[src/rtl/faust_sample_sched.sv]
// faust_sample_sched
// Paces the Faust process_wrapper DSP core at a programmable sample rate. On each
// rate tick, one source sample is latched and the core's start and data tokens are
// issued. The block then waits for the end token and captures every out0 token onto
// a held output bus. Sticky flags report ticks that arrive while busy (overrun) and
// cores that never finish (timeout, watchdog abort).
//
// Ports:
//   clk, rst             clock; synchronous active-high reset
//   enable               allow new transactions (gates the rate counter)
//   rate_div             tick period minus one
//   clr_flags            clear sticky overrun/timeout (a set in the same cycle wins)
//   src_sample/src_take  source sample and its one-cycle latch pulse
//   dsp_in0*/dsp_start*  data and start tokens to the core
//   dsp_out0*/dsp_end*   result and end tokens from the core (always accepted)
//   sample_out/strobe    last processed sample and its update pulse
//   busy/overrun/timeout status
module faust_sample_sched #(
  parameter int unsigned SAMPLE_WIDTH = 8,
  parameter int unsigned DIV_WIDTH    = 8,
  parameter int unsigned WDOG_CYCLES  = 255
) (
  input  logic                    clk,
  input  logic                    rst,
  input  logic                    enable,
  input  logic [DIV_WIDTH-1:0]    rate_div,
  input  logic                    clr_flags,
  input  logic [SAMPLE_WIDTH-1:0] src_sample,
  output logic                    src_take,
  output logic [SAMPLE_WIDTH-1:0] dsp_in0,
  output logic                    dsp_in0_valid,
  input  logic                    dsp_in0_ready,
  output logic                    dsp_start_valid,
  input  logic                    dsp_start_ready,
  input  logic [SAMPLE_WIDTH-1:0] dsp_out0,
  input  logic                    dsp_out0_valid,
  output logic                    dsp_out0_ready,
  input  logic                    dsp_end_valid,
  output logic                    dsp_end_ready,
  output logic [SAMPLE_WIDTH-1:0] sample_out,
  output logic                    sample_strobe,
  output logic                    busy,
  output logic                    overrun,
  output logic                    timeout
);

  typedef enum logic [1:0] {
    StIdle    = 2'd0,
    StIssue   = 2'd1,
    StWaitEnd = 2'd2
  } state_e;

  // Watchdog compare value: abort on the WDOG_CYCLES-th busy cycle.
  localparam logic [15:0] WdogLast = 16'(WDOG_CYCLES - 1);

  state_e                  state_q, state_d;
  logic [DIV_WIDTH-1:0]    cnt_q, cnt_d;
  logic                    start_pend_q, start_pend_d;
  logic                    data_pend_q, data_pend_d;
  logic                    end_seen_q, end_seen_d;
  logic [15:0]             wdog_q, wdog_d;
  logic [SAMPLE_WIDTH-1:0] in0_q, in0_d;
  logic [SAMPLE_WIDTH-1:0] sample_q, sample_d;
  logic                    strobe_q, strobe_d;
  logic                    overrun_q, overrun_d;
  logic                    timeout_q, timeout_d;

  logic tick;
  logic abort;
  logic start_fire;
  logic data_fire;
  logic start_left;
  logic data_left;

  // Rate counter: counts rate_div..0 while enabled, ticking on 0. Holding it at
  // rate_div while disabled makes the first tick after enable land rate_div cycles
  // after the enabling cycle. A new rate_div is only picked up on reload.
  always_comb begin
    tick = enable && (cnt_q == '0);
    if (!enable || tick) begin
      cnt_d = rate_div;
    end else begin
      cnt_d = cnt_q - 1'b1;
    end
  end

  assign abort      = (state_q != StIdle) && (wdog_q == WdogLast);
  assign start_fire = (state_q == StIssue) && start_pend_q && dsp_start_ready;
  assign data_fire  = (state_q == StIssue) && data_pend_q && dsp_in0_ready;
  assign start_left = start_pend_q && !start_fire;
  assign data_left  = data_pend_q && !data_fire;

  // Transaction sequencer.
  always_comb begin
    state_d      = state_q;
    start_pend_d = start_pend_q;
    data_pend_d  = data_pend_q;
    end_seen_d   = end_seen_q;
    in0_d        = in0_q;
    wdog_d       = wdog_q + 16'd1;

    unique case (state_q)
      StIdle: begin
        wdog_d     = '0;
        end_seen_d = 1'b0;
        if (tick) begin
          in0_d        = src_sample;
          start_pend_d = 1'b1;
          data_pend_d  = 1'b1;
          state_d      = StIssue;
        end
      end
      StIssue: begin
        start_pend_d = start_left;
        data_pend_d  = data_left;
        // The core may finish before both tokens are acknowledged; remember it.
        if (dsp_end_valid) begin
          end_seen_d = 1'b1;
        end
        if (!start_left && !data_left) begin
          state_d = (end_seen_q || dsp_end_valid) ? StIdle : StWaitEnd;
        end
      end
      StWaitEnd: begin
        if (dsp_end_valid) begin
          state_d = StIdle;
        end
      end
      default: begin
        state_d = StIdle;
      end
    endcase

    // Abort overrides any token fire in the same cycle.
    if (abort) begin
      state_d      = StIdle;
      start_pend_d = 1'b0;
      data_pend_d  = 1'b0;
    end

    if (state_d == StIdle) begin
      wdog_d = '0;
    end
  end

  // Result capture and sticky flags.
  always_comb begin
    sample_d = dsp_out0_valid ? dsp_out0 : sample_q;
    strobe_d = dsp_out0_valid;

    overrun_d = overrun_q;
    if (tick && (state_q != StIdle)) begin
      overrun_d = 1'b1;
    end else if (clr_flags) begin
      overrun_d = 1'b0;
    end

    timeout_d = timeout_q;
    if (abort) begin
      timeout_d = 1'b1;
    end else if (clr_flags) begin
      timeout_d = 1'b0;
    end
  end

  always_ff @(posedge clk) begin
    if (rst) begin
      state_q      <= StIdle;
      cnt_q        <= rate_div;
      start_pend_q <= 1'b0;
      data_pend_q  <= 1'b0;
      end_seen_q   <= 1'b0;
      wdog_q       <= '0;
      in0_q        <= '0;
      sample_q     <= '0;
      strobe_q     <= 1'b0;
      overrun_q    <= 1'b0;
      timeout_q    <= 1'b0;
    end else begin
      state_q      <= state_d;
      cnt_q        <= cnt_d;
      start_pend_q <= start_pend_d;
      data_pend_q  <= data_pend_d;
      end_seen_q   <= end_seen_d;
      wdog_q       <= wdog_d;
      in0_q        <= in0_d;
      sample_q     <= sample_d;
      strobe_q     <= strobe_d;
      overrun_q    <= overrun_d;
      timeout_q    <= timeout_d;
    end
  end

  // Handshake outputs are gated by rst so a reset drops them in the same cycle.
  assign src_take        = !rst && tick && (state_q == StIdle);
  assign dsp_start_valid = !rst && (state_q == StIssue) && start_pend_q;
  assign dsp_in0_valid   = !rst && (state_q == StIssue) && data_pend_q;
  assign dsp_in0         = in0_q;
  assign dsp_out0_ready  = 1'b1;
  assign dsp_end_ready   = 1'b1;
  assign sample_out      = sample_q;
  assign sample_strobe   = strobe_q;
  assign busy            = (state_q != StIdle);
  assign overrun         = overrun_q;
  assign timeout         = timeout_q;

endmodule
[config.mk]
export PLATFORM = sky130hd
export DESIGN_NAME = faust_sample_sched
export DESIGN_NICKNAME = d
export VERILOG_FILES = /design/src/rtl/faust_sample_sched.sv
export SDC_FILE = /design/constraint.sdc
export NUM_CORES = 1
export LEC_CHECK = 0
export ABC_AREA = 1
export CORE_UTILIZATION = 48
export DETAILED_ROUTE_END_ITERATION = 8
export PLACE_DENSITY = 0.84
export SLEW_MARGIN = 30
export SYNTH_ARGS = -nofsm -noshare
export SYNTH_HDL_FRONTEND = slang
export SYNTH_SLANG_ARGS = --single-unit
export TNS_END_PERCENT = 1
[constraint.sdc]
create_clock -name clk -period 1.65 [get_ports clk]
set_input_delay 0.2475 -clock clk [delete_from_list [all_inputs] [get_ports clk]]
set_output_delay 0.2475 -clock clk [all_outputs]
set_load 0.01 [all_outputs]
==> results.json, run 1 <==
{
  "outcome": "complete, no violations",
  "yosysWarningCount": 0,
  "firstDrtPassIters": 4,
  "multi_input_area_um2": 1080,
  "fmax_ghz": 0.617,
  "overflow": 0,
  "grt_pass1_wl_um": 7830,
  "fp.dieArea_um2": 4890,
  "place.gp.congestion": 0.824,
  "skew_ps": 5.32,
  "synth_seq_cells": 48,
  "path_max_fanout": 2,
  "synthCells": 280,
  "io_pins": 57,
  "cts_tree": "yes",
  "clock_path_buffers": 2,
  "synth_area_um2": 2210,
  "yosysSeqAreaShare_pct": 43.4,
  "cts.sinks": 48,
  "avgViaCountPerCell": 4.74,
  "finalWirelength_um": 4700,
  "core_area_um2": 4380,
  "antenna_found_initial": 0,
  "min_to": "dsp_in0[5]$_SDFFE_PP0P_",
  "fill_cells": 332,
  "vias": 1925,
  "fin_area_um2": 3050,
  "r2r_setup_slack_ps": 90,
  "fin_crit_sh_pct": 98.2,
  "cts_buffers": 5,
  "area_growth_pct": 37.5,
  "grt_max_degree": 20,
  "min_from": "dsp_in0[5]$_SDFFE_PP0P_",
  "register_area_um2": 965,
  "critPathArrivalTime_ps": 1370,
  "dp.cells": 396,
  "hold_slack_ps": 445,
  "start_kind": "register",
  "path_clk_slew_ps": 90,
  "port_buffers": 54,
  "finalNetCount": 389,
  "r2r_start": "cnt_q[0]$_DFF_P_",
  "grt_util_all_layers_pct": 20.3,
  "cp_data_required_time_ps": 1400,
  "max-vdd-ir-drop_uv": 503,
  "ff2ff_path_depth": 10,
  "drc": 0,
  "hp-class": "reg2reg",
  "synth_area_per_cell_um2": 7.91,
  "rsz0062_at_grt": "yes",
  "num_rows": 24,
  "diodes": 0,
  "start_util_pct": 50.5,
  "detailed_place_hpwl_um": 3500,
  "clock_latency_ps": 310,
  "rr_endpoint": "cnt_q[3]$_DFF_P_",
  "htree_levels": 2,
  "fin_crit_ps": 1620,
  "hold_viol_final": 0,
  "final_cells": 406,
  "dpl_cell_area_um2": 2900,
  "ant_nets": 0,
  "slew_violations": 0,
  "p_leak_nw": 1.18,
  "cts_root_buffer": "clkbuf_8",
  "drv_cap": 0,
  "setup_viol": 0,
  "wl_per_cell_um": 11.6,
  "critPathKind": "reg2out",
  "first_iter_violations": 81,
  "die_h_um": 69.9,
  "first_global_vias": 1865,
  "holdPathStages": 2,
  "drive_above_1_share_pct": 16.9,
  "setup.worst_path.end_class": "output port",
  "p_per_area_nw_per_um2": 725,
  "holdBufCountCts": 0,
  "die_w_um": 69.9,
  "synth_cell_types": 28
}
metrics by stage:
stage	setup TNS, ps	utilization (%)	worst slack, ps	power, mW
finish	0	69.5	29.8	2.21
global route	-58.1	69.5	-51.2	2.31
CTS	-54.7	68.4	-54.7	2.22
detailed placement	-393	66.2	-125	1.50
global placement	-326	66.2	-117	1.49
floorplan	0	-	28.3	1.34
where the power goes:
group	leakage [nW]	switching [mW]	total [mW]	internal, mW
combinational	0.737	0.109	0.265	0.156
clock	0.0510	0.394	0.728	0.335
sequential	0.393	0.0226	1.22	1.19
total	1.18	0.525	2.21	1.68
critical path: stages, from the launching register on:
cell,delay (ps)
dfxtp_2,330
inv_2,70
ha_4,130
nand3_2,70
nor2_4,120
nand3_2,100
nor2_1,110
buf_2,130
cell families (layout without fill, tap and decap cells):
family / count (synthesis) / after routing / synth area share (%)
flip-flops: 48 / 48 / 43.4
adder cells (fa/ha/maj): 4 / 4 / 2.26
AND/OR/NAND/NOR: 124 / 124 / 29.2
buffers and inverters: 46 / 119 / 9.04
AO/OA/AOI/OAI: 39 / 39 / 8.87
XOR/XNOR: 18 / 18 / 7.12
other: 1 / 2 / 0.169
flip-flops by register name, summed over array words and instances, names as in the netlist:
name	cells
data_pend_q	1
dsp_in0	8
overrun	1
sample_out	8
wdog_q	16
timeout	1
cnt_q	8
end_seen_q	1
start_pend_q	1
sample_strobe	1
state_q	2
cell usage after synthesis:
cell type	count	area, um2
dfxtp_1	48	961
nor2_1	46	173
inv_1	37	139
nand2_1	30	113
o21ai_0	23	115
nand3_1	17	85.1
a21oi_1	15	75.1
nor2_4	11	124
xnor2_1	9	78.8
xor2_1	9	78.8
ha_1	4	50.1
nand2_2	4	25.0
nor3_1	4	20.0
buf_2	3	15.0
nor2_2	3	18.8
buf_4	2	15.0
nand3_2	2	20.0
nor3b_1	2	15.0
or2_2	2	12.5
a31oi_1	1	6.26
buf_1	1	3.75
buf_12	1	20.0
clkinv_1	1	3.75
conb_1	1	3.75
inv_2	1	3.75
nand3_4	1	17.5
nand4_1	1	6.26
nor3_4	1	16.3
cell usage in the layout, fill, tap and decap left out, drive strengths merged:
master         synthesis  routed
a31oi                  1       1
nand3                 20      20
xor2                   9       9
buf                    7      19
conb                   1       2
nor3                   5       5
xnor2                  9       9
nand4                  1       1
or2                    2       2
nor2                  60      60
dfxtp                 48      48
clkdlybuf4s50          0      50
dlygate4sd2            0       2
nand2                 34      34
clkinv                 1       3
clkdlybuf4s15          0       1
clkbuf                 0       6
o21ai                 23      23
nor3b                  2       2
a21oi                 15      15
ha                     4       4
inv                   38      38
layer usage:
| metal | wire (um) | global-route usage [%] | part of all wire, % |
|---|---|---|---|
| met5 | 0 | 0 | 0 |
| met4 | 98 | 8.89 | 2.1 |
| met3 | 237 | 7.36 | 5.0 |
| met2 | 2280 | 32.6 | 49 |
| met1 | 2090 | 24.2 | 44 |
layout make-up:
cell class                 instances  area share, %
tap                               52           2.14
multi-input combinational        187           35.5
sequential                        48           31.7
inverter                          39           4.81
timing repair buffer              72           22.9
clock buffer                       6           2.71
clock inverter                     2          0.329
worst max path at each step:
stage | startpoint | to | cells past startpoint | slack [ps]
after global placement | rst | dsp_start_valid | 3 | -120
after global routing | cnt_q[0]$_DFF_P_ | src_take | 7 | -50
final | cnt_q[0]$_DFF_P_ | src_take | 7 | 30
after detailed placement | rst | dsp_in0_valid | 3 | -120
after CTS | cnt_q[1]$_DFF_P_ | src_take | 7 | -50
after floorplan | cnt_q[0]$_DFF_P_ | src_take | 8 | 30
what timing repair did:
action,CTS,global route
gates resized for setup,8,13
pin swaps,1,3
buffers inserted,0,2
endpoints found under the setup margin,10,19
(Power assumes the default switching activity.)
==> run 2, diff against run 1 <==
SLEW_MARGIN = 10   (was 30)
clock period = 1.8 ns   (was 1.65 ns; I/O delays follow)
==> run 2 against run 1 <==
  * Non-clock buffer count down 8
  * Wire length down 1.5%
  * Core utilization down 1.9 points
  * Power down 5.5%
  * Flip-flop and latch count unchanged
  * Clock power up 3.6%
  * Sequential share of layout area up 0.81 points
  * Critical path type unchanged
  * Critical endpoint unchanged
==> results.json, run 2 (synthesized netlist as in run 1, its figures left out) <==
{
  "outcome": "complete, no violations",
  "regMostFlops": "wdog_q",
  "first_iter_violations": 73,
  "rsz0062_at_grt": "no",
  "start_util_pct": 50.5,
  "finalNetCount": 381,
  "layout_common_cells": "clkdlybuf4s50_1 (50), dfxtp_1 (47), nor2_1 (46), inv_1 (37), nand2_1 (30)",
  "io_pins": 57,
  "area_growth_pct": 33.7,
  "vias": 1906,
  "place.gp.congestion": 0.806,
  "largest_reg_flops": 16,
  "path_clk_slew_ps": 80,
  "max-vdd-ir-drop_uv": 613,
  "drc": 0,
  "cts_root_buffer": "clkbuf_8",
  "min_from": "dsp_in0[5]$_SDFFE_PP0P_",
  "clock_latency_ps": 300,
  "fin_crit_sh_pct": 92.4,
  "cts.sinks": 48,
  "overflow": 0,
  "fp.dieArea_um2": 4890,
  "drv_cap": 0,
  "cp_data_required_time_ps": 1530,
  "fmax_ghz": 0.601,
  "first_global_vias": 1918,
  "clock_path_buffers": 2,
  "drive_above_1_share_pct": 12.7,
  "cts_post_setup_buffers_inserted": 0,
  "r2r_start": "cnt_q[1]$_DFF_P_",
  "grt_max_degree": 20,
  "core_area_um2": 4380,
  "detailed_place_hpwl_um": 3550,
  "antenna_found_initial": 0,
  "p_leak_nw": 1.15,
  "num_rows": 24,
  "avgViaCountPerCell": 4.79,
  "fin_crit_ps": 1660,
  "start_kind": "register",
  "hp-class": "reg2reg",
  "grt_pass1_wl_um": 8050,
  "htree_levels": 2,
  "holdBufCountCts": 0,
  "multi_input_area_um2": 1060,
  "ant_nets": 0,
  "skew_ps": 5.54,
  "grt_util_all_layers_pct": 20.7,
  "firstDrtPassIters": 4,
  "finalWirelength_um": 4630,
  "hold_viol_final": 0,
  "register_area_um2": 962,
  "place_ws_ps": -25.0,
  "setup_viol": 0,
  "diodes": 0,
  "critPathArrivalTime_ps": 1390,
  "die_w_um": 69.9,
  "wl_per_cell_um": 11.6,
  "port_buffers": 54,
  "p_per_area_nw_per_um2": 705,
  "crit_start": "cnt_q[1]$_DFF_P_",
  "critPathKind": "reg2out",
  "setup.worst_path.end_class": "output port",
  "fin_ws_ps": 137,
  "fill_cells": 361,
  "path_max_fanout": 2,
  "slew_violations": 0,
  "final_common_cell": "clkdlybuf4s50_1",
  "cts_tree": "yes",
  "die_h_um": 69.9,
  "cts_buffers": 5,
  "tns_ps": 0
}
[run 2: changes by cell type in the layout (fill, tap and decap cells not counted), moves of 2 or more]
cell / previous run / this run
inv_2: 3 / 1
buf_4: 15 / 8
dfxtp_1: 45 / 47
inv_1: 35 / 37
dfxtp_2: 3 / 1
[run 2: power breakdown]
group	switching [mW]	internal (mW)	total, mW
registers	0.0210	1.09	1.11
clock network	0.342	0.412	0.754
logic	0.0924	0.128	0.221
[run 2: through the flow]
step / area (um2) / power [mW] / instances / utilization, % / hold WS (ps)
4_1_cts: 2960 / 2.11 / 398 / 67.6 / 450
5_1_grt: 2960 / 2.18 / 398 / 67.6 / 472
3_5_place_dp: 2860 / 1.36 / 390 / 65.2 / 436
2_1_floorplan: 2220 / 1.23 / 281 / - / 383
3_3_place_gp: 2860 / 1.35 / 390 / 65.2 / 429
6_report: 2960 / 2.09 / 398 / 67.6 / 448
[run 2: final timing paths]
check                            endpoint  slack, ps  cells after the start
setup / recovery                 src_take        140                      7
hold / removal    dsp_in0[5]$_SDFFE_PP0P_        450                      2
setup reg to reg     wdog_q[2]$_SDFF_PP0_        170                     12
hold reg to reg   dsp_in0[5]$_SDFFE_PP0P_        450                      2
[run 2: per-layer routing]
metal / global-route usage (%) / wire length [um] / vias to the layer above
li1: - / - / 997
met1: 23.1 / 1960 / 851
met2: 35.4 / 2260 / 46
met3: 8.08 / 289 / 12
met4: 8.00 / 122 / 0
met5: 0 / 0 / -
[run 2: final cells by class]
class | count | area share [%]
Clock buffer | 6 | 2.45
Clock inverter | 2 | 1.18
Inverter | 39 | 4.94
Multi-Input combinational cell | 187 | 35.7
Sequential cell | 48 | 32.5
Tap cell | 52 | 2.20
Timing Repair Buffer | 64 | 21.0
[run 2: critical path: stages, from the launching register on]
cell	delay [ps]
dfxtp_1	320
inv_1	70
ha_1	140
nand3_1	120
nor2_4	140
nand3_2	80
nor2_1	100
clkbuf_2	140
[run 2: timing repair]
| item | 4_1_cts | 5_1_grt |
|---|---|---|
| hold endpoints to repair | 0 | 0 |
| endpoints found under the setup margin | 4 | 4 |
| resized for setup | 5 | 3 |
==> run 3, diff against run 2 <==
REMOVE_ABC_BUFFERS = 1   (was unset)
==> run 3 against run 2 <==
  * First-iteration DRC count rose by 68%
  * Sequential power hardly changed
  * Largest cell class unchanged
  * Clock power decreased by 22%
  * Largest power group unchanged
  * Sequential share of layout area grew 0.24 points
  * Critical path type unchanged
==> results.json, run 3 (synthesized netlist as in run 1, its figures left out) <==
{
  "outcome": "complete, no violations",
  "area_growth_pct": 32.8,
  "critPathArrivalTime_ps": 1420,
  "min_to": "dsp_in0[1]$_SDFFE_PP0P_",
  "port_buffers": 54,
  "io_pins": 57,
  "total_power_mw": 1.92,
  "layout_common_cells": "clkdlybuf4s50_1 (51), dfxtp_1 (47), nor2_1 (46), inv_1 (36), nand2_1 (30)",
  "setup_viol": 0,
  "rr_endpoint": "wdog_q[4]$_SDFF_PP0_",
  "finalNetCount": 381,
  "num_rows": 24,
  "critPathKind": "reg2out",
  "r2r_setup_slack_ps": 150,
  "use_met2_pct": 33.4,
  "cts_root_buffer": "clkbuf_8",
  "fin_crit_sh_pct": 93.7,
  "first_iter_violations": 123,
  "fin_crit_ps": 1690,
  "grtUsageMet1_pct": 24.7,
  "holdPathStages": 2,
  "wl_per_cell_um": 11.3,
  "p_clk_share_pct": 30.6,
  "cts_tree": "yes",
  "start_kind": "register",
  "r2r_start": "cnt_q[1]$_DFF_P_",
  "clock_latency_ps": 300,
  "detailed_place_hpwl_um": 3290,
  "first_global_vias": 1835,
  "path_clk_slew_ps": 80,
  "cts.sinks": 48,
  "grt_util_all_layers_pct": 19.8,
  "die_h_um": 69.9,
  "tns_ps": 0,
  "fmax_ghz": 0.593,
  "cp_data_required_time_ps": 1530,
  "htree_levels": 2,
  "hold_viol_final": 0,
  "ff2ff_path_depth": 12,
  "grt_pass1_wl_um": 7820,
  "fp.dieArea_um2": 4890,
  "grt_busiest_layer": "met2",
  "vias": 1916,
  "slew_violations": 0,
  "swShare_pct": 22.7,
  "cts_buffers": 5,
  "crit_start": "cnt_q[1]$_DFF_P_",
  "cts_resized": 6,
  "overflow": 0,
  "skew_ps": 8.07,
  "ant_nets": 0,
  "drive_above_1_share_pct": 13.3,
  "final_common_cell": "clkdlybuf4s50_1",
  "grt_max_degree": 20,
  "diodes": 0,
  "path_max_fanout": 2,
  "holdBufCountCts": 0,
  "seqPwrFrac_pct": 58.0,
  "firstDrtPassIters": 4,
  "switching_power_mw": 0.436,
  "finalWirelength_um": 4500,
  "p_leak_nw": 1.12,
  "place.gp.congestion": 0.803,
  "setup.worst_path.end_class": "output port",
  "hold_slack_ps": 444,
  "drv_cap": 0,
  "max-vdd-ir-drop_uv": 390,
  "cts_post_setup_buffers_inserted": 0,
  "p_per_area_nw_per_um2": 654,
  "avgViaCountPerCell": 4.83,
  "clock_path_buffers": 2,
  "min_from": "dsp_in0[1]$_SDFFE_PP0P_",
  "largest_reg_flops": 16,
  "hp-class": "reg2reg",
  "rsz0062_at_grt": "no",
  "regMostFlops": "wdog_q",
  "antenna_found_initial": 0,
  "start_util_pct": 50.5,
  "die_w_um": 69.9,
  "drc": 0,
  "cellInternalPower_mw": 1.49,
  "grtUsageMet3_pct": 5.92,
  "core_area_um2": 4380,
  "pwr-share-comb_pct": 11.4
}
[run 3: per-layer routing]
metal / wire length, um / vias up
li1: - / 998
met1: 2050 / 864
met2: 2180 / 52
met3: 252 / 2
met4: 13 / 0
met5: 0 / -
[run 3: cell type report]
type	instances	area (um2)
Sequential cell	48	962
Clock inverter	1	5.00
Inverter	39	146
Multi-Input combinational cell	187	1060
Clock buffer	6	72.6
Fill cell	390	1440
Timing Repair Buffer	64	624
Tap cell	52	65.1
[run 3: worst max-delay path, cell delays in order, from the launching register on]
cell and delay (ps):
dfxtp_1 320, inv_1 70, ha_2 170, nand3_2 100, nor2_4 130, nand3_2 90
nor2_1 100, buf_2 140
[run 3: worst max-delay path by stage]
stage,end,slack [ps],cells after the start
6_report,src_take,110,7
5_1_grt,wdog_q[0]$_SDFF_PP0_,20,12
4_1_cts,src_take,3,7
3_5_place_dp,dsp_in0_valid,-50,3
3_3_place_gp,dsp_in0_valid,40,3
2_1_floorplan,wdog_q[0]$_SDFF_PP0_,40,10
[run 3: per-stage QoR]
stage                     worst slack (ps)  util [%]  instances  area [um2]
after floorplan                       36.2         -        274        2160
after global placement                37.4      65.2        390        2860
after detailed placement             -47.4      65.2        390        2860
after CTS                             2.56      67.0        397        2940
after global routing                  18.1      67.1        397        2940
final                                  113      67.1        397        2940
[run 3: power by group through the flow]
stage	combinational (mW)	sequential [mW]	clock, mW
global placement	0.212	1.14	0
global route	0.241	1.12	0.656
detailed placement	0.216	1.14	0
CTS	0.218	1.11	0.619
floorplan	0.0797	1.14	0
finish	0.220	1.11	0.588
